--- src/rtl/rr_grant_encoder.sv ---
// Four-way round-robin arbiter with registered binary grant index; request-to-grant and release-to-drop are 1 cycle.
// Grant is held until release or abandon; no backpressure beyond that, and every grant is followed by an idle cycle.
module rr_grant_encoder #(
    parameter int IDX_W = 2
) (
    input  logic               CLK,
    input  logic               Reset,
    input  logic [2**IDX_W-1:0] req,
    input  logic               release_grant,
    output logic               grant_valid,
    output logic [IDX_W-1:0]   grant_idx,
    output logic [2**IDX_W-1:0] grant_onehot,
    output logic               contended,
    output logic               err_release
);

    localparam int N = 2**IDX_W;

    typedef enum logic {
        IDLE  = 1'b0,
        GRANT = 1'b1
    } state_t;

    state_t            state, state_nxt;
    logic [IDX_W-1:0]  ptr, ptr_nxt;
    logic [IDX_W-1:0]  idx_nxt;
    logic              vld_nxt;
    logic              cont_nxt;
    logic              err_nxt;
    logic [IDX_W-1:0]  pick;
    logic [IDX_W-1:0]  cand;
    logic              found;

    // First set request at or after ptr, wrapping modulo N.
    always_comb begin
        pick  = '0;
        cand  = '0;
        found = 1'b0;
        for (int i = 0; i < N; i++) begin
            cand = ptr + IDX_W'(i);
            if (!found && req[cand]) begin
                pick  = cand;
                found = 1'b1;
            end
        end
    end

    always_comb begin
        state_nxt = state;
        ptr_nxt   = ptr;
        idx_nxt   = grant_idx;
        vld_nxt   = grant_valid;
        cont_nxt  = contended;
        err_nxt   = 1'b0;
        case (state)
            IDLE: begin
                err_nxt = release_grant;
                if (found) begin
                    state_nxt = GRANT;
                    vld_nxt   = 1'b1;
                    idx_nxt   = pick;
                    ptr_nxt   = pick + IDX_W'(1);
                    cont_nxt  = ($countones(req) > 1);
                end else begin
                    cont_nxt  = 1'b0;
                end
            end
            GRANT: begin
                // Release and abandon collapse into the same single exit.
                if (release_grant || !req[grant_idx]) begin
                    state_nxt = IDLE;
                    vld_nxt   = 1'b0;
                    idx_nxt   = '0;
                end
            end
            default: begin
                state_nxt = IDLE;
                vld_nxt   = 1'b0;
                idx_nxt   = '0;
            end
        endcase
    end

    always_ff @(posedge CLK or posedge Reset) begin
        if (Reset) begin
            state       <= IDLE;
            ptr         <= '0;
            grant_valid <= 1'b0;
            grant_idx   <= '0;
            contended   <= 1'b0;
            err_release <= 1'b0;
        end else begin
            state       <= state_nxt;
            ptr         <= ptr_nxt;
            grant_valid <= vld_nxt;
            grant_idx   <= idx_nxt;
            contended   <= cont_nxt;
            err_release <= err_nxt;
        end
    end

    assign grant_onehot = grant_valid ? ({{(N-1){1'b0}}, 1'b1} << grant_idx) : '0;

endmodule

--- config.mk ---
export PLATFORM = sky130hd
export DESIGN_NAME = rr_grant_encoder
export DESIGN_NICKNAME = d
export VERILOG_FILES = /design/src/rtl/rr_grant_encoder.sv
export SDC_FILE = /design/constraint.sdc
export NUM_CORES = 1
export LEC_CHECK = 0
export CAP_MARGIN = 20
export CORE_AREA = 2 2 39 41
export DETAILED_ROUTE_END_ITERATION = 12
export DIE_AREA = 0 0 41 43
export PLACE_DENSITY = 0.75
export SLEW_MARGIN = 15
export SYNTH_ARGS = -nofsm -noshare
export SYNTH_HDL_FRONTEND = slang
export SYNTH_SLANG_ARGS = --single-unit
--- constraint.sdc ---
create_clock -name CLK -period 3.5 [get_ports CLK]
set_input_delay 0.525 -clock CLK [delete_from_list [all_inputs] [get_ports CLK]]
set_output_delay 0.525 -clock CLK [all_outputs]
set_load 0.01 [all_outputs]
After elaboration in Yosys (flattened, before gate mapping)
Index checks and enable logic that the tools add are counted.

word-level totals
  flip-flop bits (word level) = 8
  input bits = 7
  word-level logic and storage cells = 63

cells by class
  $add $sub $neg = 7
  order comparisons = 6
  eq/ne operators = 2
  shift-type cells = 1
  multiplexer cells = 30
  bitwise gates (word level) = 1
  reductions and logical operators = 10

operators by type and width
  kind                                                                              count
  2-bit by 3-bit < comparator with 1-bit output (second input constant)             5
  1-bit 2-to-1 mux                                                                  15
  2-bit 2-to-1 mux                                                                  6
  1-bit binary-select mux with 2-bit select                                         5
  1-bit by 1-bit adder with 2-bit output                                            2
  2-bit by 1-bit adder with 2-bit output (second input constant)                    2
  2-bit adder (second input constant)                                               2
  1-bit logical NOT                                                                 4
  4-bit 2-to-1 mux                                                                  1
  1-bit case mux with 2 select lines                                                2
  2-bit case mux with 2 select lines                                                1
  2-bit AND reduction                                                               2
  1-bit by 2-bit << shifter with 4-bit output (first input constant)                1
  2-bit by 2-bit adder with 3-bit output                                            1
  3-bit by 1-bit greater-than comparator with 1-bit output (second input constant)  1
  1-bit logical AND                                                                 3
  2-bit by 1-bit inequality test with 1-bit output (second input constant)          1
  2-bit inequality test (second input constant)                                     1
  1-bit logical OR                                                                  1
  1-bit inverter                                                                    1

Longest topological paths before layout
Gate-level depths: netlist of the first run.

  depth in word-level cells = 14
  depth in mapped cells = 5

Worst setup path before layout of the first run
Ideal clock, no wire load.

  kind = flip-flop to flip-flop
  start = register grant_idx[0]
  end = register state
  library setup time = 118 ps
  arrival time = 1,321 ps
  required time = 3,382 ps
  setup slack = 2,061 ps
  cell stages (with the launch flop) = 4
  buffers on the path = 0
  period minus slack after synthesis = 1,439 ps
  cells stage by stage = dfrtp_1 mux4_2 nor2b_2 a21o_1

between the ends
  word-level cells in the longest chain between the ends = 6

RTL lines
  item                                       RTL line  text
  start, declared                            11        output logic [IDX_W-1:0] grant_idx,
  start signal, assigned                     96        grant_idx <= idx_nxt;
  1-bit binary-select mux with 2-bit select  70        if (release_grant || !req[grant_idx]) begin
  1-bit 2-to-1 mux (not written as such)     70
  1-bit logical NOT                          70
  1-bit logical OR                           70
  1-bit 2-to-1 mux                           70
  1-bit case mux with 2 select lines         55        case (state)
  named net state_nxt                        24        state_t state, state_nxt;
  end signal, assigned                       93        state <= state_nxt;
  end, declared                              24

The timed path passes the listed nets, and every way through them passes these cells. The select of a mux whose other input is x is not followed.
A chain may end at the register's enable or synchronous reset.

Final worst setup path of the first run
  start = register grant_idx[1]
  end = output port grant_onehot[0]

between the ends
  word-level cells in the longest chain between the ends = 2

RTL lines
  item                                         RTL line  text
  1-bit by 2-bit << shifter with 4-bit output  102       assign grant_onehot = grant_valid ? ({{(N-1){1'b0}}, 1'b1} << grant_idx) : '0;
  4-bit 2-to-1 mux                             102
  end, declared                                12        output logic [2**IDX_W-1:0] grant_onehot,

Every way passes these cells.

==> impl_results.md, run 1 <==
- Cells after synthesis: 50
- Clock Latency Late Sink: 0.25 ns
- CP max FO: 8
- Share of layout cells above drive strength 1: 10.4%
- Nets: 77
- Post-DR wirelength/cell: 12.6 µm
- Vias: 436
- Comb pwr share: 48.1%
- P_sw: between 150 and 200 µW
- Post-synthesis sequential area ratio: about two fifths
- Total setup buffers inserted after CTS: 0
- Final core occ: 48.8%
- Hold-fix buffers at CTS: 0
- Final WL: 1.05 mm
- Initial Util: 35.9%
- # IOs: 16
- Sequential fraction of design power: about two fifths
- Crit path DAT: 1.49 ns
- Global placement routability congestion: 0.717
- Chip width: 41 µm
- Routed Antenna Nets: 0
- Hold WC Path Type: reg2reg
- Startpoint Class: flop
- Max Cap Viol: 0
- Clk slew on worst S/H paths: 0.05 ns
- Period minus WS final: 2.02 ns
- Total CTS buffers: 3
- Critical path, cell by cell: nor3b_1 -> clkdlybuf4s50_1
- Hold endpoint: contended
- Final setup skew: 0.00381 ns
- Drt first pass iters: 3
- Worst-case clock buffer depth: 2
- Worst hold stages: 2
- Tot GR Track Use: between 10 and 15%
- CTS H-tree depth: 1
- Diodes inserted: 0
- # resized after CTS: 0
- Row count: 14
- Post-synth top area share: 40.3%
- Total Die Area: roughly 0.0018 mm²
- FF-to-FF setup slack: 1.99 ns
- Tightest Pin Transition: approximately 0.46 ns
- Largest cells by area after synthesis: dfrtp_1 40%, a21oi_1 7.1%, mux4_2 4.5%
- Vias/cell: around 5.3
- Synth async-reset ratio: 100%
- Worst-case vdd ir drop: 461 µV
- Fin crit share: 57.7%
- Max stage delay on crit path: 0.56 ns
- 1st-iter DRT viols: 9
- Worst EP required: 2.97 ns
- Number of buffers added on ports: 15
- Synthesis-to-layout area growth: 36.0%
- Cell variety after synth: 25
- Root buf cell: clkbuf_4
- Vias in the first global route: between 300 and 400
- Initial antenna violation count: 0
- Final setup fails: 0
- Static leakage: roughly 0.28 nW
- Die height: about 43 µm
- Post-synth EDFFs: 0
- Run status: finished, final reports clean
- Critical Setup Path Class: reg2out
- Worst rel slew slack: 69.2%
- Crit end category: output pin
- Drt drc: 0
- Clock share of power: 12.9%
- First-pass GRT wire length: ~1.6 mm
- Syn. warnings: 0
- Final Slew Violations: 0
- Crit path buf inv count: 1
- Max Fclk: 496 MHz
- Switching Share: 37.9%
- Syn Std Cell Area: 497 µm²
- Hold Violations, Final: 0
- Synthesized flop and latch total: 8
- R2R depth: 3
- FF-to-FF Start: grant_idx[0]
- Top-count cell post-synth: dfrtp_1
- Core ar.: 0.00138 mm²
- CTS tree: built
- Slowest-stage cell, CP: clkdlybuf4s50_1
- Int Pwr: about 320 µW
- Overflow after GRT: 0
- Post-DP HPWL: around 800 µm
- Largest net degree at the start of global routing: 11
- Worst r2r dst: state
- Area leader, netlist: dfrtp_1
- Most used flip-flop cell after synthesis: dfrtp_1
- Post-route setup TNS: 0 ns
- Net Count, Synth: 58
- Pwr dens: around 770 mW/mm²
- Cell family with most CP delay: buffers and inverters
- CTS sink count: 8
- Mean Syn Cell Area: 9.93 µm²
- Hold path start: contended
- RSZ-0062 raised after global routing: no
- Top cells by count, synth: 8 x dfrtp_1, 7 x a21oi_1, 4 x nand2_1, 4 x nor2_1
## flip-flops by register name, summed over array words and instances, names as in the netlist
name         cells
grant_idx        2
err_release      1
state            1
grant_valid      1
contended        1
ptr              2
## worst min-delay path: stages, from the launching register on
cell and delay (ns):
dfrtp_1 0.35, nand2_1 0.06, o31ai_1 0.06
## metrics by stage
stage | power [mW] | setup slack, ns | std cells | cell area (µm²) | hold slack, ns
4_1_cts | 0.525 | 1.45 | 83 | 676 | 0.510
3_3_place_gp | 0.449 | 1.44 | 80 | 653 | 0.480
3_5_place_dp | 0.456 | 1.43 | 80 | 653 | 0.497
2_1_floorplan | 0.345 | 2.06 | 50 | 497 | 0.341
6_report | 0.518 | 1.48 | 83 | 676 | 0.508
5_1_grt | 0.559 | 1.38 | 83 | 676 | 0.513
## worst max path at each step
stage                     slack, ns              end          from  depth (start not counted)
after global placement         1.44            state        req[1]                          4
final                          1.48  grant_onehot[0]  grant_idx[1]                          2
after detailed placement       1.43            state        req[0]                          4
after CTS                      1.45  grant_onehot[0]  grant_idx[1]                          2
after global routing           1.38  grant_onehot[0]  grant_idx[0]                          2
after floorplan                2.06            state  grant_idx[0]                          3
## layout by cell type (no fill, tap or decap)
master / Yosys / layout
xnor2_1: 1 / 1
a21o_1: 1 / 1
clkdlybuf4s50_1: 0 / 15
fa_1: 1 / 1
inv_1: 2 / 2
a211oi_2: 1 / 1
nor4_2: 1 / 1
nand3_1: 2 / 2
mux4_2: 1 / 1
nand3b_1: 1 / 1
nor2b_2: 1 / 1
nor2b_1: 2 / 2
nor2_1: 4 / 4
mux2i_1: 2 / 2
o31ai_1: 1 / 1
nand2_1: 4 / 4
a2bb2oi_1: 1 / 1
dfrtp_1: 8 / 8
a21oi_1: 7 / 7
nand2b_1: 1 / 1
o21ai_0: 2 / 2
and3b_1: 1 / 1
clkbuf_4: 0 / 3
nor3b_1: 2 / 2
and3_1: 1 / 1
o21ai_1: 1 / 1
## kinds of logic (layout without fill, tap and decap cells)
| family | Yosys count | after routing | synth area share (%) |
|---|---|---|---|
| compound gates | 14 | 14 | 17.4 |
| xor+xnor | 1 | 1 | 1.76 |
| fa+ha+maj | 1 | 1 | 4.03 |
| buf+inv | 3 | 20 | 4.28 |
| flops | 8 | 8 | 40.3 |
| mux | 3 | 3 | 8.56 |
| simple gates | 20 | 20 | 23.7 |
## power groups by stage
stage,clock network (mW),registers [mW],logic (mW)
4_1_cts,0.0703,0.202,0.253
2_1_floorplan,0,0.190,0.155
5_1_grt,0.0737,0.209,0.276
3_3_place_gp,0,0.200,0.249
6_report,0.0667,0.202,0.249
3_5_place_dp,0,0.203,0.252
## metal layers
metal  GRT usage [%]  wire (µm)  up-vias
met4            6.00         10        0
met1            15.4        444      205
met2            20.3        513       15
met5               0          0        -
li1                -          -      214
met3            7.85         77        2
## area by class of cell
cell class                      instances  area [µm²]
Multi-Input combinational cell         39         275
Inverter                                2        7.51
Fill cell                             135         708
Timing Repair Buffer                   15         150
Sequential cell                         8         200
Clock buffer                            3        22.5
Tap cell                               16        20.0
Power figures use the tool's default switching activity.
==> inputs of run 2 (changes only) <==
- clock period: 3.5 -> 1.9 ns (I/O delays scaled with it)
==> run 2 against run 1 <==
Clock power increased by 89%; sequential power increased by 81%; count of clock-buffer cells in the layout unchanged; flip-flop and latch count unchanged; design area increased by 1.1%; critical path type unchanged; clock skew increased by 0.0019 ns; critical path depth unchanged; core utilization increased by 0.54 points; wire length decreased by 4.5%; critical endpoint unchanged.
==> impl_results.md, run 2 (synthesis gave the netlist of run 1 again) <==
- Clock share of power: 13.2% (+0.3 points)
- Share of layout cells above drive strength 1: 11.8% (+1.3 points)
- Slowest-stage cell, CP: clkdlybuf4s50_1
- Hold-fix buffers at CTS: 0 (unchanged)
- Die height: 43 µm (unchanged)
- Pwr dens: 1390 mW/mm² (+82%)
- FF-to-FF setup slack: 0.42 ns (-1.57 ns)
- Core ar.: 0.00138 mm² (unchanged)
- Final setup fails: 0 (unchanged)
- Cell family with most CP delay: buffers and inverters
- Clk slew on worst S/H paths: 0.05 ns (about the same)
- Crit path DAT: 1.51 ns (+0.02 ns)
- Worst slack at placement: 0.0956 ns (-1.34 ns)
- Global placement routability congestion: 0.742 (+3.5%)
- Root buf cell: clkbuf_4
- Tightest Pin Transition: 0.297 ns (-0.161 ns)
- Overflow after GRT: 0 (unchanged)
- Drt first pass iters: 4 (+1)
- Critical path, cell by cell: nor3b_1 -> clkdlybuf4s50_1
- Nets: 78 (+1.3%)
- Max stage delay on crit path: 0.57 ns (about the same)
- Fin crit share: 94.4%
- Worst rel slew slack: 80.1% (+11 points)
- Sequential Area: 200 µm² (unchanged)
- Startpoint Class: flop
- 1st-iter DRT viols: 8 (-1)
- Sequential fraction of design power: 38.3% (-0.7 points)
- Area of the multi-input gates: 275 µm² (unchanged)
- First-pass GRT wire length: 1.55 mm (-1.8%)
- # IOs: 16 (unchanged)
- Initial antenna violation count: 0 (unchanged)
- CTS sink count: 8 (unchanged)
- PnR worst setup slack: 0.107 ns (-1.38 ns)
- Worst r2r dst: grant_idx[1]
- Post-route setup TNS: 0 ns (unchanged)
- RSZ-0062 raised after global routing: no
- Max Cap Viol: 0 (unchanged)
- Drt drc: 0 (unchanged)
- Crit path buf inv count: 1 (unchanged)
- Number of buffers added on ports: 15 (unchanged)
- Routed Antenna Nets: 0 (unchanged)
- Total setup buffers inserted after CTS: 0 (unchanged)
- Run status: finished, final reports clean
- Largest net degree at the start of global routing: 11 (unchanged)
- R2R depth: 4 (+1)
- P_sw: 359 µW (+83%)
- Int Pwr: 594 µW (+85%)
- Top Registers: grant_idx: 2 flops, ptr: 2 flops
- Tot GR Track Use: 14.0% (+0.22 points)
- CTS H-tree depth: 1 (unchanged)
- Worst-case clock buffer depth: 2 (unchanged)
- Crit end category: output pin
- Max Fclk: 558 MHz
- Comb pwr share: 48.5% (+0.4 points)
- Switching Share: 37.7% (-0.24 points)
- Post-DR wirelength/cell: 11.9 µm (-5.6%)
- Critical Setup Path Class: reg2out
- Row count: 14 (unchanged)
- Hold Violations, Final: 0 (unchanged)
- Commonest non-fill, non-tap cell in the layout: clkdlybuf4s50_1
- Final WL: 999 µm (-4.5%)
- Chip width: 41 µm (unchanged)
- Total CTS buffers: 3 (unchanged)
- Clock Latency Late Sink: 0.26 ns (about the same)
- Worst-case vdd ir drop: 699 µV (+52%)
- Worst EP required: 1.62 ns (-1.35 ns)
- CTS tree: built
- Period minus WS final: between 1.5 and 2 ns
- Initial Util: 35.9% (unchanged)
- # resized after CTS: 0 (unchanged)
- Most frequent cells in the layout: 15 x clkdlybuf4s50_1, 8 x dfrtp_1, 7 x a21oi_1
- Hold WC Path Type: in2async
- Vias/cell: 5.21 (-0.74%)
- CP max FO: 8 (unchanged)
- Static leakage: 0.282 nW (+1.9%)
- Total Die Area: 0.00176 mm² (unchanged)
- Final Slew Violations: 0 (unchanged)
- Final core occ: 49.4% (+0.54 points)
- Final setup skew: 0.00568 ns (+0.00187 ns)
- Synthesis-to-layout area growth: 37.5%
- Filler instances: 139 (+3.0%)
- Vias: 438 (+0.46%)
- Diodes inserted: 0 (unchanged)
- Vias in the first global route: 355 (-6.1%)
- Min Hold Slack: 0.267 ns (-0.242 ns)
- FF-to-FF Start: grant_idx[0]
[run 2: cell type report]
| type | instances | area share [%] |
|---|---|---|
| sequential | 8 | 29.3 |
| inverter | 2 | 1.10 |
| multi-input combinational | 39 | 40.3 |
| tap | 16 | 2.93 |
| timing repair buffer | 16 | 23.1 |
| clock buffer | 3 | 3.30 |
[run 2: layer usage]
metal	GRT usage, %	part of all wire, %	up-vias
li1	-	-	216
met1	17.2	43	203
met2	18.4	47	15
met3	7.85	8.2	4
met4	8.00	1.9	0
met5	0	0	-
[run 2: per-stage QoR]
| stage | std cells | instance area [µm²] | power [mW] |
|---|---|---|---|
| 2_1_floorplan | 50 | 497 | 0.635 |
| 3_3_place_gp | 81 | 661 | 0.821 |
| 3_5_place_dp | 81 | 661 | 0.834 |
| 4_1_cts | 84 | 683 | 0.963 |
| 5_1_grt | 84 | 683 | 1.03 |
| 6_report | 84 | 683 | 0.953 |
[run 2: worst register-to-register path, delay by kind of cell (launching register included)]
kind | cells | cell delay, ns
compound gates | 1 | 0.08
simple gates | 2 | 0.26
flops | 1 | 0.47
mux | 1 | 0.53
[run 2: how the worst max path moves through the flow]
stage | start | end | slack, ns | depth (start not counted)
detailed placement | req[0] | grant_idx[1] | 0.1 | 5
CTS | grant_idx[1] | grant_onehot[0] | 0.08 | 2
finish | grant_idx[1] | grant_onehot[0] | 0.11 | 2
floorplan | grant_idx[0] | state | 0.46 | 3
global placement | req[0] | grant_idx[1] | 0.1 | 5
global route | grant_idx[0] | grant_onehot[0] | 0.02 | 2
[run 2: power by group through the flow]
stage	clock, mW	sequential [mW]	combinational, mW
detailed placement	0	0.369	0.465
finish	0.126	0.365	0.462
global route	0.133	0.385	0.511
global placement	0	0.367	0.454
floorplan	0	0.350	0.285
CTS	0.130	0.367	0.465
